--- src/rtl/inst_fetch_ctrl_pkg.sv ---
// Shared processor definitions: fetch FSM states and default bus widths.
package inst_fetch_ctrl_pkg;

    localparam int unsigned ADDR_W_DEF = 4;
    localparam int unsigned DATA_W_DEF = 32;

    localparam logic [DATA_W_DEF-1:0] HALT_WORD_DEF = 32'h0000_0000;

    typedef enum logic [1:0] {
        IDLE = 2'd0,
        RUN  = 2'd1,
        HALT = 2'd2
    } fetch_state_t;

endpackage : inst_fetch_ctrl_pkg

--- src/rtl/inst_fetch_ctrl.sv ---
// Instruction-fetch sequencer: owns the PC, drives the ROM address and
// registers each fetched word into a one-entry valid/ready slot.
module inst_fetch_ctrl
    import inst_fetch_ctrl_pkg::*;
#(
    parameter int unsigned        ADDR_W    = ADDR_W_DEF,
    parameter int unsigned        DATA_W    = DATA_W_DEF,
    parameter logic [ADDR_W-1:0]  RESET_PC  = '0,
    parameter logic [DATA_W-1:0]  HALT_WORD = DATA_W'(HALT_WORD_DEF)
) (
    input  logic              clk,
    input  logic              rst,
    input  logic              en,
    output logic [ADDR_W-1:0] addr_ROM,
    input  logic [DATA_W-1:0] d_ROM,
    output logic [DATA_W-1:0] instr,
    output logic [ADDR_W-1:0] instr_pc,
    output logic              instr_valid,
    input  logic              instr_ready,
    input  logic              redirect,
    input  logic [ADDR_W-1:0] redirect_pc,
    output logic              halted
);

    fetch_state_t      state_q;
    fetch_state_t      state_d;
    logic [ADDR_W-1:0] pc_q;
    logic              capture_c;
    logic              is_halt_c;

    assign addr_ROM  = pc_q;
    assign is_halt_c = (d_ROM == HALT_WORD);

    // Next-state and capture decision; redirect overrides everything.
    always_comb begin
        state_d   = state_q;
        capture_c = 1'b0;
        case (state_q)
            IDLE: begin
                if (en) begin
                    state_d = RUN;
                end
            end
            RUN: begin
                if (!en) begin
                    state_d = IDLE;
                end else if (!redirect && (!instr_valid || instr_ready)) begin
                    capture_c = 1'b1;
                    if (is_halt_c) begin
                        state_d = HALT;
                    end
                end
            end
            HALT: begin
                if (redirect) begin
                    state_d = en ? RUN : IDLE;
                end
            end
            default: state_d = IDLE;
        endcase
        // A redirect while running/idle only follows en; it never halts.
        if (redirect && state_q != HALT) begin
            state_d = en ? RUN : IDLE;
        end
    end

    // State register with halted mirroring the registered state.
    always_ff @(posedge clk or posedge rst) begin
        if (rst) begin
            state_q <= IDLE;
            halted  <= 1'b0;
        end else begin
            state_q <= state_d;
            halted  <= (state_d == HALT);
        end
    end

    // PC and output slot: redirect flush, capture, or handshake drain.
    always_ff @(posedge clk or posedge rst) begin
        if (rst) begin
            pc_q        <= RESET_PC;
            instr       <= '0;
            instr_pc    <= '0;
            instr_valid <= 1'b0;
        end else if (redirect) begin
            pc_q        <= redirect_pc;
            instr_valid <= 1'b0;
        end else if (capture_c) begin
            instr       <= d_ROM;
            instr_pc    <= pc_q;
            instr_valid <= 1'b1;
            pc_q        <= pc_q + ADDR_W'(1);
        end else if (instr_valid && instr_ready) begin
            instr_valid <= 1'b0;
        end
    end

endmodule : inst_fetch_ctrl

--- config.mk ---
export PLATFORM = sky130hd
export DESIGN_NAME = inst_fetch_ctrl
export DESIGN_NICKNAME = d
export VERILOG_FILES = /design/src/rtl/inst_fetch_ctrl_pkg.sv /design/src/rtl/inst_fetch_ctrl.sv
export SDC_FILE = /design/constraint.sdc
export NUM_CORES = 1
export LEC_CHECK = 0
export ABC_AREA = 0
export CAP_MARGIN = 10
export CORE_MARGIN = 10
export CORE_UTILIZATION = 41
export CTS_CLUSTER_DIAMETER = 60
export DETAILED_ROUTE_END_ITERATION = 10
export GPL_TIMING_DRIVEN = 0
export PLACE_DENSITY = 0.79
export SLEW_MARGIN = 40
export SYNTH_ARGS = -nofsm -noshare
export SYNTH_HDL_FRONTEND = slang
export SYNTH_SLANG_ARGS = --single-unit
--- constraint.sdc ---
create_clock -name clk -period 1.7 [get_ports clk]
set_input_delay 0.255 -clock clk [delete_from_list [all_inputs] [get_ports clk]]
set_output_delay 0.255 -clock clk [all_outputs]
set_load 0.02 [all_outputs]
==> reports/summary.log <==
[yosys] Unique masters post-synth 27
[clocking] number of buffers inserted during clock tree synthesis 5
[final_layout] area growth from synthesis to layout 54.3%
[worst_setup_path] flop-to-flop setup slack 0.13 ns
[yosys] fraction of the yosys area taken by sequential cells 59.8%
[worst_setup_path] arrival time at the worst endpoint 1.83 ns
[global_route] pin count of the biggest net entering global routing 45
[routing] wire per inst 19.3 um
[placed_design] Final GP Congestion 0.834
[worst_setup_path] Reg-to-Reg End instr[10]
[timing] maximum clock frequency 0.606 GHz
[placed_design] number of buffers inserted by port buffering 82
[clocking] buffer type at the clock tree root sky130_fd_sc_hd__clkbuf_8
[yosys] area fraction of the dominant cell type after synthesis 59.8%
[yosys] async set or reset register ratio after synthesis 100%
[pwr] relative contribution of combinational cells to total power 34.0%
[worst_setup_path] nature of the critical path endpoint flop
[routing] number of detailed-route iterations in the first pass 5
[final_layout] count of placed standard cells in the final layout, fillers left out 272
[yosys] cells after synthesis 128
[placed_design] DPL Wire Length 4240 um
[timing] Setup Viol. Count Final 0
[die] initial cell density of the core 42.3%
[flow_run] max_cap viols 0
[placed_design] dpl cells 262
[global_route] global-route usage over all layers 13.9%
[status] result of the run completed
[worst_setup_path] origin of the critical flop-to-flop path state_q[1]
[worst_setup_path] nature of the critical path startpoint primary input
[yosys] cell area after technology mapping 1840 um^2
[clocking] clock transition at the registers of the reported paths 0.09 ns
[timing] Tmin final 1.65 ns
[yosys] yosys warns 0
[routing] Total Wirelength 5250 um
[global_route] via count of the first global-routing pass 1514
[pwr] part of the power in registers 43.6%
[yosys] number of nets produced by synthesis 170
[timing] Slew @ Worst Pin 0.532 ns
[die] area of the die 7570 um^2
[pwr] total internal power 2.14 mW
[die] row cnt 24
[yosys] cell type contributing the most total cell area after synthesis sky130_fd_sc_hd__dfrtp_1
[routing] First DRT Iteration DRCs 47
[clocking] clock latency on the worst-skew pair 0.29 ns
[worst_setup_path] peak fanout along the critical path 10
[timing] Fin. Hold Viols 0
[timing] setup repair after global routing missed its margin false
[global_route] number of antenna violations at the first check in global routing 0
[yosys] post-synthesis average cell area 14.4 um^2
[clocking] post-CTS sizing 0
[timing] share of the clock period used by the worst path after layout 97.0%
[worst_setup_path] depth of the worst register-to-register path 5
[global_route] sum of overflow across all layers after global routing 0
[timing] largest clock skew in the final design 0.00650 ns
[worst_setup_path] required time at the worst-slack endpoint 1.88 ns
[pwr] reported leakage power 1.17 nW
[die] total core area 4350 um^2
[pwr] clock network power share 22.4%
[routing] Remaining DRCs 0
[timing] max-slew headroom at the worst pin 64.5%
[min_path] worst hold path type in -> async
[pwr] proportion of total power due to net switching 30.7%
[die] IO Pins 83
[routing] via count 1418
[yosys] most frequently used cell type in the post-synthesis netlist sky130_fd_sc_hd__dfrtp_1
[pwr] IR drop worst, VDD 0.767 mV
[die] Chip Width 87.0 um
[clocking] Sinks on Clock Net 44
[yosys] flip-flop cell with the highest count after synthesis sky130_fd_sc_hd__dfrtp_1
[timing] max-slew violations 0
[routing] Antenna Violating Nets Remaining 0
[final_layout] final net count 261
[clocking] TritonCTS clock tree built
[global_route] global-route wire length before repair 8070 um
[worst_setup_path] WS Path Type in -> reg
[pwr] power dissipated by switching net loads 0.946 mW
[routing] vias per std cell 5.21
[yosys] cell types with the largest area share after synthesis sky130_fd_sc_hd__dfrtp_1, sky130_fd_sc_hd__mux2_2, sky130_fd_sc_hd__nor4_1
[clocking] maximum level of the CTS H-tree 2
[die] height of the die 87.0 um
[yosys] Post-synth top cells sky130_fd_sc_hd__dfrtp_1, sky130_fd_sc_hd__mux2_2, sky130_fd_sc_hd__nor4_1
[pwr] post-layout total power 3.08 mW
[final_layout] Filler Cells Inserted 326
[clocking] Max Buffers Root-to-Sink 2
[final_layout] fraction of final layout cells sized beyond drive strength 1 26.4%
[clocking] CTS hold repair buffers 0
[final_layout] antenna cell count 0
[yosys] EDFF count, synth 0
[pwr] pwr/cell area 1080 nW/um^2
[yosys] synthesis-stage register bit count 44
[metal layers]
metal  vias up  routed length [um]  part of all wire (%)  GRT usage [%]
li1        654                   -                     -              -
met1       694                1760                    33           13.6
met2        53                2780                    53           23.5
met3        17                 504                   9.6           6.46
met4         0                 209                   4.0           7.81
met5         -                   0                     0              0
[metrics by stage]
stage                     TNS [ns]  cell area (um^2)  worst slack [ns]  util [%]  hold slack (ns)
after floorplan                  0              1840             0.199         -            0.365
after detailed placement    -10.37              2730            -0.285      62.7            0.495
final                            0              2840            0.0509      65.3            0.350
after global routing             0              2840           0.00495      65.3            0.394
after CTS                        0              2830            0.0198      64.9            0.370
after global placement      -25.47              2730            -0.383      62.6            0.489
[state kept, by name (all words and copies together), names as in the netlist]
register	flops
instr_pc	4
addr_ROM	4
halted	1
instr	32
instr_valid	1
state_q	2
[cell type report]
| cell class | count | area (um^2) | share of cell area (%) |
|---|---|---|---|
| Sequential cell | 44 | 1100 | 38.7 |
| Inverter | 4 | 17.5 | 0.616 |
| Buffer | 5 | 50.0 | 1.76 |
| Timing Repair Buffer | 84 | 836 | 29.4 |
| Clock buffer | 6 | 82.6 | 2.90 |
| Clock inverter | 2 | 15.0 | 0.528 |
| Multi-Input combinational cell | 75 | 676 | 23.8 |
| Tap cell | 52 | 65.1 | 2.29 |
[placed cells by master (no fill, tap or decap), drive strengths merged]
master / synthesis / routed
dfrtp: 44 / 44
ha: 1 / 1
nor2: 4 / 4
a221o: 1 / 1
nand3: 1 / 1
clkbuf: 0 / 6
a31o: 3 / 3
nor3b: 1 / 1
o21ai: 2 / 2
clkinvlp: 0 / 2
a31oi: 1 / 1
inv: 4 / 4
o311a: 1 / 1
nand4: 1 / 1
nand2b: 1 / 1
a32oi: 1 / 1
xnor2: 1 / 1
nand2: 6 / 6
mux2: 36 / 36
a221oi: 1 / 1
clkdlybuf4s50: 0 / 82
nor3: 2 / 2
nor4: 8 / 8
buf: 5 / 7
nand3b: 1 / 1
a21oi: 1 / 1
nor2b: 1 / 1
[worst max-delay path, stage by stage]
cell	delay, ns
sky130_fd_sc_hd__clkdlybuf4s50_1	0.59
sky130_fd_sc_hd__nand3b_4	0.13
sky130_fd_sc_hd__nor3_4	0.21
sky130_fd_sc_hd__buf_4	0.16
sky130_fd_sc_hd__buf_6	0.15
sky130_fd_sc_hd__mux2_2	0.34
[power groups by stage]
| stage | sequential, mW | combinational, mW | clock (mW) |
|---|---|---|---|
| 2_1_floorplan | 1.60 | 0.239 | 0 |
| 3_3_place_gp | 1.35 | 1.04 | 0 |
| 3_5_place_dp | 1.37 | 1.06 | 0 |
| 4_1_cts | 1.35 | 1.07 | 0.710 |
| 5_1_grt | 1.37 | 1.11 | 0.768 |
| 6_report | 1.34 | 1.05 | 0.691 |
[worst max-delay path by stage]
stage	startpoint	endpoint	slack, ns
2_1_floorplan	instr_valid	instr[0]	0.20
3_3_place_gp	rst	instr[20]	-0.38
3_5_place_dp	en	instr[6]	-0.28
4_1_cts	en	instr[30]	0.02
5_1_grt	addr_ROM[0]	addr_ROM[0]	0.005
6_report	en	instr[10]	0.05
[logic make-up (layout without fill, tap and decap cells)]
family                     Yosys count  in the layout  share of synthesized area, %
muxes                               36             36                          22.0
AOI/OAI and AO/OA                   11             11                          4.82
and+or+nand+nor                     26             26                          8.70
buffers and inverters                9            101                          3.53
DFF                                 44             44                          59.8
xor gates and xnor gates             1              1                         0.476
adders and majority gates            1              1                         0.679
[timing repair]
item                                    4_1_cts  5_1_grt
buffers inserted                              0        2
endpoints found under the setup margin        0        5
hold endpoints to repair                      0        0
Power figures use the tool's default switching activity.
